**src/rtl/hyperbus_w2phy_pkg.sv**
```systemverilog
// Shared helpers for the Hyperbus write-path width converter.
// lane_mask() returns which AXI byte lanes a beat at a given pointer and size occupies.
package hyperbus_pkg;

  localparam int unsigned MaxLanes = 128;

  // Lanes [ptr, aligned(ptr) + 2^size), folded onto a bus of `width` byte lanes.
  function automatic logic [MaxLanes-1:0] lane_mask(
    input logic [31:0] ptr,
    input logic [2:0]  size,
    input int unsigned width
  );
    logic [MaxLanes-1:0] m;
    int unsigned         nb;
    int unsigned         lo;
    int unsigned         al;
    nb = 32'd1 << size;
    if (nb > width) nb = width;
    lo = ptr % width;
    al = (ptr & ~(nb - 32'd1)) % width;
    m  = '0;
    for (int unsigned i = 0; i < MaxLanes; i++) begin
      m[i] = (i < width) && (i >= lo) && (i < al + nb);
    end
    return m;
  endfunction

endpackage

```
**src/rtl/hyperbus_w2phy.sv**
```systemverilog
// AXI W channel to Hyperbus PHY TX repacker: collects beats into a lane buffer and
// emits contiguous 2*NumPhys-byte words with per-byte strobes, merging narrow beats.
module hyperbus_w2phy
  import hyperbus_pkg::*;
#(
  parameter int unsigned AxiDataWidth = 64,
  parameter int unsigned NumPhys      = 2,
  parameter int unsigned BurstLength  = 9,
  parameter int unsigned AddrWidth    = $clog2(AxiDataWidth/8)
) (
  input  logic                      clk_i,
  input  logic                      rst_ni,
  input  logic                      trans_handshake_i,
  input  logic                      is_a_write_i,
  input  logic [2:0]                size_i,
  input  logic [AddrWidth-1:0]      start_addr_i,
  input  logic [BurstLength-1:0]    burst_len_i,
  input  logic                      axi_valid_i,
  output logic                      axi_ready_o,
  input  logic [AxiDataWidth-1:0]   axi_data_i,
  input  logic [AxiDataWidth/8-1:0] axi_strb_i,
  input  logic                      axi_last_i,
  output logic                      phy_valid_o,
  input  logic                      phy_ready_i,
  output logic [16*NumPhys-1:0]     phy_data_o,
  output logic [2*NumPhys-1:0]      phy_strb_o,
  output logic                      phy_last_o,
  output logic [1:0]                dbg_state_o
);

  localparam int unsigned Lanes     = AxiDataWidth / 8;
  localparam int unsigned WordBytes = 2 * NumPhys;
  localparam int unsigned WordBits  = 16 * NumPhys;
  localparam logic [BurstLength-1:0] WordStep = BurstLength'(WordBytes);

  // Encoding is visible on dbg_state_o: 0 Idle, 1 Fill, 2 Drain.
  typedef enum logic [1:0] {
    Idle  = 2'd0,
    Fill  = 2'd1,
    Drain = 2'd2
  } state_e;

  state_e                  r_state;
  logic [2:0]              r_size;
  logic [BurstLength-1:0]  r_beats;
  logic [BurstLength-1:0]  r_axi_ptr;
  logic [BurstLength-1:0]  r_phy_ptr;
  logic                    r_done;
  logic [AxiDataWidth-1:0] r_buf;
  logic [Lanes-1:0]        r_strb;

  state_e                  w_state_d;
  logic [2:0]              w_size_d;
  logic [BurstLength-1:0]  w_beats_d;
  logic [BurstLength-1:0]  w_axi_ptr_d;
  logic [BurstLength-1:0]  w_phy_ptr_d;
  logic                    w_done_d;
  logic [AxiDataWidth-1:0] w_buf_d;
  logic [Lanes-1:0]        w_strb_d;

  logic [BurstLength-1:0]  w_size_bytes;
  logic [BurstLength-1:0]  w_axi_next;
  logic [BurstLength-1:0]  w_phy_next;
  logic [BurstLength-1:0]  w_start_ptr;
  logic [Lanes-1:0]        w_mask;
  logic [AddrWidth-1:0]    w_phy_lane;
  logic                    w_last;

  assign w_size_bytes = BurstLength'(1) << r_size;
  assign w_axi_next   = (r_axi_ptr & ~(w_size_bytes - BurstLength'(1))) + w_size_bytes;
  assign w_phy_next   = r_phy_ptr + WordStep;
  assign w_start_ptr  = BurstLength'(start_addr_i);
  assign w_mask       = Lanes'(lane_mask(32'(r_axi_ptr), r_size, Lanes));
  assign w_phy_lane   = r_phy_ptr[AddrWidth-1:0];
  // Distance form keeps the last-word test correct when the pointers wrap.
  assign w_last       = r_done && ((r_axi_ptr - r_phy_ptr) <= WordStep);

  assign axi_ready_o  = (r_state == Fill);
  assign phy_valid_o  = (r_state == Drain);
  assign phy_last_o   = phy_valid_o && w_last;
  assign phy_data_o   = phy_valid_o ? WordBits'(r_buf >> {w_phy_lane, 3'b000}) : '0;
  assign phy_strb_o   = phy_valid_o ? WordBytes'(r_strb >> w_phy_lane) : '0;
  assign dbg_state_o  = r_state;

  always_comb begin
    w_state_d   = r_state;
    w_size_d    = r_size;
    w_beats_d   = r_beats;
    w_axi_ptr_d = r_axi_ptr;
    w_phy_ptr_d = r_phy_ptr;
    w_done_d    = r_done;
    w_buf_d     = r_buf;
    w_strb_d    = r_strb;
    case (r_state)
      Idle: begin
        if (trans_handshake_i && is_a_write_i) begin
          w_size_d    = size_i;
          w_beats_d   = burst_len_i;
          w_axi_ptr_d = w_start_ptr;
          w_phy_ptr_d = w_start_ptr & ~BurstLength'(WordBytes - 1);
          w_done_d    = 1'b0;
          w_state_d   = Fill;
        end
      end
      Fill: begin
        if (axi_valid_i) begin
          for (int unsigned i = 0; i < Lanes; i++) begin
            if (w_mask[i]) begin
              w_buf_d[i*8 +: 8] = axi_data_i[i*8 +: 8];
              w_strb_d[i]       = r_strb[i] | axi_strb_i[i];
            end
          end
          w_axi_ptr_d = w_axi_next;
          if (r_beats == '0) w_done_d = 1'b1;
          else               w_beats_d = r_beats - BurstLength'(1);
          if (((w_axi_next - r_phy_ptr) >= WordStep) || (r_beats == '0)) w_state_d = Drain;
        end
      end
      Drain: begin
        if (phy_ready_i) begin
          for (int unsigned i = 0; i < Lanes; i++) begin
            if ((i / WordBytes) == (32'(w_phy_lane) / WordBytes)) w_strb_d[i] = 1'b0;
          end
          w_phy_ptr_d = w_phy_next;
          if (w_last)                                                 w_state_d = Idle;
          else if (((r_axi_ptr - w_phy_next) >= WordStep) || r_done) w_state_d = Drain;
          else                                                        w_state_d = Fill;
        end
      end
      default: w_state_d = Idle;
    endcase
  end

  always_ff @(posedge clk_i or negedge rst_ni) begin
    if (!rst_ni) begin
      r_state   <= Idle;
      r_size    <= '0;
      r_beats   <= '0;
      r_axi_ptr <= '0;
      r_phy_ptr <= '0;
      r_done    <= 1'b0;
      r_buf     <= '0;
      r_strb    <= '0;
    end else begin
      r_state   <= w_state_d;
      r_size    <= w_size_d;
      r_beats   <= w_beats_d;
      r_axi_ptr <= w_axi_ptr_d;
      r_phy_ptr <= w_phy_ptr_d;
      r_done    <= w_done_d;
      r_buf     <= w_buf_d;
      r_strb    <= w_strb_d;
    end
  end

  a_last_matches_done: assert property (
    @(posedge clk_i) disable iff (!rst_ni)
    (r_state == Fill && axi_valid_i) |-> (axi_last_i == (r_beats == '0))
  );

endmodule

```
**config.mk**
```make
export PLATFORM = sky130hd
export DESIGN_NAME = hyperbus_w2phy
export DESIGN_NICKNAME = d
export VERILOG_FILES = /design/src/rtl/hyperbus_w2phy_pkg.sv /design/src/rtl/hyperbus_w2phy.sv
export SDC_FILE = /design/constraint.sdc
export NUM_CORES = 1
export LEC_CHECK = 0
export ABC_AREA = 1
export BUFFER_PORTS_ARGS = -buffer_cell sky130_fd_sc_hd__buf_2
export CAP_MARGIN = 20
export CORE_ASPECT_RATIO = 2
export CORE_MARGIN = 4
export CORE_UTILIZATION = 50
export DETAILED_ROUTE_END_ITERATION = 10
export PLACE_DENSITY_LB_ADDON = 0.15
export SLEW_MARGIN = 20
export SYNTH_ARGS = -nofsm -noshare
export SYNTH_HDL_FRONTEND = slang
export SYNTH_SLANG_ARGS = --single-unit
```
**constraint.sdc**
```tcl
create_clock -name clk_i -period 4.1 [get_ports clk_i]
set_input_delay 0.205 -clock clk_i [delete_from_list [all_inputs] [get_ports clk_i]]
set_output_delay 0.205 -clock clk_i [all_outputs]
set_load 0.03 [all_outputs]
```
==> metrics.txt, run 1 <==
die area ~15000 sq um; fmax between 200 and 300 MHz; Yosys top cell by area dfrtp_1; met1 wire length 6.59 mm; die height roughly 170 microns; largest family of logic cells by synthesized area simple AND/OR/NAND/NOR gates; via count 6196; initial antenna violation count 0; internal power between 0.003 and 0.004 W; std cell rows 59; max_slew headroom 52.5%; total gr overflow 0; Layout Cells excl Fill ~1.2k; Worst-Margin Slew 0.713 ns; Routed Antenna Nets 0; setup TNS 0 ns; skew final 0.00940 ns; CTS Buf Count 9; H-Tree Depth 3; Crit. End Element register; Initial Util about 50%; Met3 Routed Length 910 microns; first-pass iteration count of the detailed router 5; most common cell after layout, fill and taps aside nand2_1; crit-path max FO 6; drt total wl 18.4 mm; clock root cell clkbuf_16; Synth Area in Adders under 10%; DPL Wire Length around 14 mm; clk_lat worst skew approximately 0.35 ns; Lkg Pwr roughly 4.2 nW; post-synthesis cell area 6720 sq um; Diodes inserted 0; largest net degree at the start of global routing 38; WS Path Type reg -> reg; Peak VDD IR a little over 0.4 mV; Hold Worst Slack ~0.063 ns; Final Cell Area about 7800 sq um; per-cell routed wire length roughly 16 microns; simple-gate share of the synthesized area between 20% and 30%; setup violators final 0; min setup slack post-route roughly 0.34 ns; sequential share of power between 20% and 30%; Filler Cell Count 1248; 1st-iter DRT viols just under 300; yosys warns 0; status finished, final reports clean; DR DRC count 0; core area 13100 sq um; cell total after placement 1145; synthesized netlist cell count between 800 and 900; Synth area leaders dfrtp_1 (38%), nand2_1 (12%), inv_1 (7.2%); vias per cell ~5.3; met2 routed WL around 9.9 mm; Die X about 90 microns; clock tree from TritonCTS built; Clock power frac about an eighth; number of distinct library cells after synthesis 44; Final Hold Vio Count 0; Compound-Gate Fraction of Synth Area between 10% and 20%; sequential fraction of the synthesis area between 30% and 40%; maximum capacitance violations 0; Setup WS pre-CTS a little over 0.2 ns; max-slew violation count 0; flops & latches, synth roughly 100; Min Clock Period, post-route 3.76 ns; Buffers on Ports 133; Layout Area Growth over Synthesis 16.3%; Net Sw Frac just under 50%; Max Root-Sink Buffers 2; highest metal used met4; CP startpoint kind register; post-layout net count about 1.1k; most frequent cells in the layout nand2_1 (215), buf_2 (132), inv_1 (127); Clock transition at path regs approximately 0.070 ns; Ports between 100 and 150; gp weighted congestion around 0.96; syn avg cell area 7.69 sq um; Comb pwr share around three fifths; NetSw 0.00313 W; worst hold path class in -> reg; XOR/XNOR share of the synthesized area about 1.9%; pwr/cell area a little over 800 nW/um^2; post-synth top area share between 30% and 40%; total track usage about a quarter; first-pass GRT wire length between 30 and 40 mm; vias in the first global route approximately 6.3k; multiplexer share of the synthesized area between 1 and 1.5%; Tcrit/Tclk final approximately nine tenths; layout cell share with drive strength beyond 1 between 20% and 30%; CP required 4.34 ns; clk sinks a little over 100; Critical Path AT ~4 ns; dpl cell area about 7500 sq um
## path summary, 6_finish.rpt
path	startpoint	to	slack [ns]	cells past startpoint
min in group asynchronous	rst_ni	r_size[0]	0.36	2
min	size_i[0]	r_size[0]	0.06	3
min reg2reg	r_buf[34]	r_buf[34]	0.49	2
max reg2reg	r_size[1]	dbg_state_o[0]	0.34	24
max in group asynchronous	rst_ni	r_beats[1]	2.85	3
max	r_size[1]	dbg_state_o[0]	0.34	24
## sequential cells by signal, summed over array words and instances, names as in the netlist
name / flops
r_done: 1
r_phy_ptr: 7
r_beats: 9
dbg_state_o: 2
r_axi_ptr: 9
r_strb: 8
r_size: 3
r_buf: 64
## final cells by class
cell class / instances / area, sq um / share of cell area [%]
clock buffer: 9 / 225 / 2.88
clock inverter: 6 / 57.6 / 0.737
inverter: 141 / 529 / 6.77
multi-input combinational: 607 / 3480 / 44.5
sequential: 103 / 2580 / 33.0
tap: 152 / 190 / 2.43
timing repair buffer: 144 / 753 / 9.64
## Yosys cell counts (all sizes together)
| library cell | n |
|---|---|
| o221ai | 5 |
| a22o | 25 |
| o211ai | 4 |
| a21oi | 25 |
| o21ai | 93 |
| mux2 | 8 |
| nor3 | 12 |
| nand4 | 12 |
| ha | 31 |
| a21boi | 2 |
| clkbuf | 8 |
| conb | 2 |
| nand3 | 53 |
| xor2 | 11 |
| o21a | 2 |
| or2 | 9 |
| buf | 15 |
| o22ai | 9 |
| a31oi | 5 |
| nand2 | 229 |
| xnor2 | 3 |
| dfrtp | 103 |
| o21bai | 3 |
| or3 | 1 |
| a211oi | 1 |
| inv | 141 |
| nor2 | 55 |
| nand3b | 4 |
| o31ai | 1 |
| nor4 | 1 |
## kinds of logic after synthesis
logic type | Yosys count
AO/OA/AOI/OAI | 175
XOR/XNOR | 14
adder cells (fa/ha/maj) | 31
buffers and inverters | 164
flip-flops | 103
multiplexers | 8
other | 2
AND/OR/NAND/NOR | 376
## worst max-delay path, stage by stage (launching register included)
cell and delay (ns):
dfrtp_2 0.46, inv_2 0.12, nand2_2 0.09, nor2_4 0.14, inv_2 0.06, ha_1 0.23, o21ai_2 0.10, nor2_1 0.06
nor3_1 0.16, ha_2 0.23, inv_1 0.06, o21ai_1 0.15, o21bai_1 0.15, xor2_1 0.21, inv_1 0.12, ha_4 0.31
nand2_1 0.06, or2_2 0.30, nand3b_1 0.11, or2_2 0.12, nand3_1 0.06, nor2_1 0.09, nand3_1 0.13, nand4_1 0.09
nand2_1 0.05
## timing repair
item                                   CTS  global route
gates resized for setup                  0            10
hold buffers                             1             0
setup endpoints to repair                0             2
endpoints found under the hold margin   32             0
setup buffers                            0             1
## per-layer routing
layer / global-route usage [%] / vias to the layer above
met5: 0 / -
li1: - / 3102
met3: 4.44 / 50
met1: 24.8 / 2871
met2: 46.7 / 173
met4: 14.1 / 0
## power by group through the flow
stage | Clock [W] | Combinational (W) | Sequential (W)
2_1_floorplan | 0 | 0.00296 | 0.00169
3_3_place_gp | 0 | 0.00371 | 0.00174
3_5_place_dp | 0 | 0.00377 | 0.00176
4_1_cts | 0.000845 | 0.00379 | 0.00174
5_1_grt | 0.000887 | 0.00432 | 0.00181
6_report | 0.000823 | 0.00382 | 0.00175
## metrics by stage
stage | util (%) | power (W)
detailed placement | 57.3 | 0.00553
finish | 59.8 | 0.00639
floorplan | - | 0.00465
CTS | 59.5 | 0.00638
global placement | 57.3 | 0.00546
global route | 59.8 | 0.00702
Note: power is estimated with default switching activity, not from simulation.
==> run 2, diff against run 1 <==
CORE_UTILIZATION = 30   (was 50)
==> run 2 against run 1 <==
Net effect: cell area is 2.5% higher; worst setup slack worse by 0.0083 ns; final cell count is 11% higher; global-route usage is 7.3 points lower; power is 1.6% higher; register-to-register slack hardly changed; clock-buffer cell count is 1 higher; combinational power is 2% higher; critical path depth is 1 higher; via count is 0.50% lower; first-iteration DRC count is 12% lower; die area is 62% higher; critical path type unchanged.
==> metrics.txt, run 2 (synthesized netlist as in run 1, its figures left out) <==
die area approximately 25000 sq um; min setup slack post-route between 0.3 and 0.4 ns; Regs by FF count r_buf (64), r_axi_ptr (9), r_beats (9); Filler Cell Count roughly 2.4k; die height 220 microns; Setup WS pre-CTS between 0.1 and 0.15 ns; setup violators final 0; Diodes inserted 0; worst hold path class in -> reg; max_slew headroom between 40% and 50%; first-pass iteration count of the detailed router 4; pwr/cell area 811 nW/um^2; WS Path Type reg -> reg; CP startpoint kind register; H-Tree Depth 3; per-cell routed wire length around 16 microns; DR DRC count 0; worst setup path startpoint r_size[1]; max-slew violation count 0; Tcrit/Tclk final between 90% and 100%; layout cell share with drive strength beyond 1 around a quarter; skew final between 0.01 and 0.015 ns; reg-to-reg endpoint dbg_state_o[0]; Max Root-Sink Buffers 2; CP endpoint dbg_state_o[0]; Die X roughly 110 microns; most frequent cells in the layout nand2_1 (215), buf_2 (132), inv_1 (128); clk_lat worst skew ~0.36 ns; Buffers on Ports about 130; FF+latch area around 2600 sq um; Lkg Pwr roughly 4.3 nW; Ports 135; M3 GR Usage 3.33%; clock tree from TritonCTS built; DPL Wire Length roughly 17 mm; most common cell after layout, fill and taps aside nand2_1; gp weighted congestion approximately 0.93; max reg flops 64; total track usage between 10% and 20%; setup TNS 0 ns; initial antenna violation count 0; total gr overflow 0; std cell rows 77; clk sinks between 100 and 150; status finished, final reports clean; M1 GR Usage approximately 17%; largest net degree at the start of global routing 66; Slowest-stage cell, CP dfrtp_1; drt total wl around 21 mm; core area between 20000 and 25000 sq um; GRT met2 Usage between 30% and 40%; clock root cell clkbuf_16; Initial Util between 30% and 40%; first-pass GRT wire length approximately 33 mm; crit-path max FO 6; fmax between 200 and 300 MHz; Critical Path AT just over 4 ns; most used cell, CP nand2_1; CP required about 4.4 ns; via count roughly 6.2k; vias in the first global route 6394; Min Clock Period, post-route 3.77 ns; post-layout net count approximately 1.1k; Final Hold Vio Count 0; Worst-Margin Slew between 0.8 and 0.9 ns; 1st-iter DRT viols about 260; Routed Antenna Nets 0; Crit. End Element register; Peak VDD IR 0.347 mV; unrepaired setup endpoints after global routing false; vias per cell 4.78; Clock transition at path regs approximately 0.080 ns; Layout Area Growth over Synthesis 19.2%; Biggest register r_buf; GR peak layer met2; RR Startpoint r_size[1]; R2R Setup Slk approximately 0.33 ns; CTS Buf Count 9; Slowest Stage Delay on Critical Path around 0.46 ns; area of the multi-input gates 3480 sq um; maximum capacitance violations 0; reg2reg path depth 25
-- run 2: what timing repair did --
| item | in CTS | in global routing |
|---|---|---|
| hold buffers | 1 | 0 |
| resized for setup | 0 | 9 |
| setup buffers | 0 | 1 |
| setup endpoints to repair | 0 | 2 |
| hold endpoints to repair | 31 | 0 |
-- run 2: final cells by class --
| type | instances | area share [%] |
|---|---|---|
| Multi-Input combinational cell | 607 | 43.5 |
| Timing Repair Buffer | 148 | 9.78 |
| Inverter | 141 | 6.61 |
| Clock inverter | 6 | 0.656 |
| Clock buffer | 10 | 2.99 |
| Tap cell | 276 | 4.31 |
| Sequential cell | 103 | 32.2 |
-- run 2: report_power, final --
| group | total [W] | internal, W | switching, W |
|---|---|---|---|
| sequential | 0.00175 | 0.00145 | 0.000304 |
| combinational | 0.00388 | 0.00141 | 0.00246 |
| clock | 0.000863 | 0.000438 | 0.000424 |
-- run 2: routing by layer --
metal | routed length (microns) | vias up | share of wire, %
met1 | 7450 | 2866 | 36
met4 | 1170 | 0 | 5.7
met2 | 11300 | 128 | 55
li1 | - | 3119 | -
met5 | 0 | - | 0
met3 | 747 | 52 | 3.6
-- run 2: critical path, delay by kind of cell, from the launching register on --
family | cells | cell delay (ns)
flops | 1 | 0.46
xor+xnor | 1 | 0.23
compound gates | 3 | 0.46
fa+ha+maj | 3 | 0.81
simple gates | 14 | 1.48
buf+inv | 4 | 0.28
-- run 2: worst min-delay path by stage --
stage | from | end | slack, ns | cells past startpoint
floorplan | rst_ni | dbg_state_o[0] | -0.09 | 0
global placement | rst_ni | r_buf[62] | 0.37 | 1
detailed placement | rst_ni | r_buf[62] | 0.36 | 1
CTS | axi_data_i[4] | r_buf[4] | 0.05 | 3
global route | axi_data_i[4] | r_buf[4] | 0.06 | 3
finish | axi_data_i[4] | r_buf[4] | 0.06 | 3
-- run 2: through the flow --
step / hold WS (ns) / cell area (sq um) / cells / total power [W] / util (%)
6_report: 0.0629 / 8010 / 1291 / 0.00649 / 36.3
5_1_grt: 0.0649 / 8010 / 1291 / 0.00717 / 36.3
4_1_cts: 0.0509 / 7970 / 1290 / 0.00655 / 36.1
3_5_place_dp: 0.365 / 7670 / 1273 / 0.00565 / 34.8
3_3_place_gp: 0.372 / 7670 / 1273 / 0.00562 / 34.8
2_1_floorplan: -0.0906 / 6720 / 874 / 0.00465 / -
==> run 3, diff against run 2 <==
CTS_BUF_LIST = sky130_fd_sc_hd__clkbuf_8   (was not set)
PLACE_DENSITY_LB_ADDON = 0.12   (was 0.15)
==> run 3 against run 2 <==
Net effect: flip-flop and latch count unchanged; final cell count up 3.0%; routed wire length up 4.4%; highest routed layer unchanged; critical endpoint unchanged.
==> metrics.txt, run 3 (synthesized netlist as in run 1, its figures left out) <==
max-slew violation count 0; gp weighted congestion between 0.9 and 1; vias per cell 4.68; most frequent cells in the layout nand2_1 (215), buf_2 (132), inv_1 (127); Net Sw Frac about 51%; post-layout net count approximately 1.2k; CP startpoint kind register; most common cell after layout, fill and taps aside nand2_1; WS Path Type reg -> reg; Peak VDD IR around 0.33 mV; cell total after placement ~1.3k; Crit. End Element register; std cell rows a little under 80; Lkg Pwr ~4.4 nW; setup violators final 0; maximum capacitance violations 0; CP required roughly 4.4 ns; Biggest register r_buf; max_slew headroom a little under half; area of the multi-input gates about 3500 sq um; first-pass iteration count of the detailed router 5; setup TNS 0 ns; CTS Buf Count 9; Diodes inserted 0; worst hold path class in -> reg; Critical Path AT roughly 4.0 ns; Regs by FF count r_buf (64), r_axi_ptr (9), r_beats (9); H-Tree Depth 3; Die X roughly 110 microns; largest net degree at the start of global routing 43; Worst-Margin Slew 0.810 ns; die area 25000 sq um; die height ~220 microns; DR DRC count 0; core area 22100 sq um; clock root cell clkbuf_8; Filler Cell Count ~2.4k; total gr overflow 0; vias in the first global route about 6.5k; drt total wl roughly 22 mm; Routed Antenna Nets 0; Buffers on Ports 133; initial antenna violation count 0; met1 wire length ~7.6 mm; FF+latch area around 2600 sq um; unrepaired setup endpoints after global routing false; 1st-iter DRT viols between 200 and 250; Comb pwr share a little over 60%; Initial Util a little under a third; Clock transition at path regs ~0.12 ns; Min Clock Period, post-route between 3 and 4 ns; fmax roughly 270 MHz; internal power roughly 0.0032 W; pwr/cell area 769 nW/um^2; clk sinks 103; first-pass GRT wire length 33.9 mm; skew final 0.0172 ns; Clock power frac between 10% and 20%; Ports 135; Met3 Routed Length between 700 and 800 microns; NetSw 0.00323 W; Tcrit/Tclk final about nine tenths; clock tree from TritonCTS built; Final Hold Vio Count 0; crit-path max FO 5; met2 routed WL 12.0 mm; Max Root-Sink Buffers 2; max reg flops 64; status finished, final reports clean; highest metal used met4; sequential share of power a little over a quarter; layout cell share with drive strength beyond 1 25.0%; clk_lat worst skew about 0.4 ns; total track usage ~18%; DPL Wire Length 17.0 mm; via count 6225; Layout Area Growth over Synthesis 23.6%; Layout Cells excl Fill 1330; per-cell routed wire length 16.2 microns
run 3: cell types whose count changed in the layout (fill, tap and decap cells not counted), moves of 2 or more:
cell,change
clkbuf_16,-9
dlygate4sd3_1,+34
clkbuf_8,+8
buf_4,+5
a21oi_2,-2
nor3_1,-2
nor3_2,+2
run 3: critical path, cell delays in order, from the launching register on:
cell	delay [ns]
dfrtp_2	0.45
inv_2	0.11
nand2_2	0.10
nor2_4	0.10
inv_2	0.05
ha_1	0.24
nor3_2	0.19
nor3_2	0.06
ha_2	0.34
nand2_1	0.07
o21bai_1	0.18
xor2_1	0.20
inv_1	0.06
ha_1	0.33
nand2_1	0.08
or2_2	0.29
nand3b_1	0.11
or2_2	0.12
nand3_1	0.07
nor2_1	0.13
nand3_2	0.16
nand4_1	0.11
nand2_1	0.05
run 3: power groups by stage:
stage          combinational (W)  clock, W  sequential, W
2_1_floorplan            0.00296         0        0.00169
3_3_place_gp             0.00389         0        0.00176
3_5_place_dp             0.00390         0        0.00177
4_1_cts                  0.00395  0.000688        0.00175
5_1_grt                  0.00450  0.000723        0.00180
6_report                 0.00399  0.000654        0.00175
run 3: what timing repair did:
action,CTS,global route
hold endpoints to repair,74,0
resized for setup,0,12
hold buffers,35,0
setup endpoints to repair,0,2
buffers inserted,0,3
run 3: path summary, 6_finish.rpt:
check                               start              to  slack, ns  cells after the start
max                             r_size[1]  dbg_state_o[0]       0.39                     22
min                        axi_data_i[62]       r_buf[62]       0.04                      2
max reg2reg                     r_size[1]  dbg_state_o[0]       0.39                     22
min reg2reg                     r_buf[24]       r_buf[24]       0.49                      2
max in group asynchronous          rst_ni        r_buf[6]       2.88                      3
min in group asynchronous          rst_ni       r_buf[62]       0.33                      2
run 3: layer usage:
layer / up-vias / track usage [%]
li1: 3188 / -
met1: 2860 / 17.0
met2: 132 / 34.1
met3: 45 / 3.30
met4: 0 / 10.5
met5: - / 0
run 3: final cells by class:
| class | count | area share, % |
|---|---|---|
| sequential | 103 | 31.1 |
| clock inverter | 7 | 0.814 |
| timing repair buffer | 187 | 14.0 |
| inverter | 141 | 6.37 |
| multi-input combinational | 607 | 42.1 |
| tap | 276 | 4.16 |
| clock buffer | 9 | 1.49 |
run 3: through the flow:
stage	total power, W	utilization [%]	area, sq um	hold WS, ns	setup slack (ns)
final	0.00639	37.6	8300	0.0376	0.389
after global routing	0.00703	37.6	8300	0.0158	0.00830
after CTS	0.00639	37.3	8230	0.00115	0.0924
after detailed placement	0.00568	34.9	7690	0.239	0.0997
after global placement	0.00565	34.9	7690	0.247	0.170
after floorplan	0.00465	-	6720	-0.0906	0.640
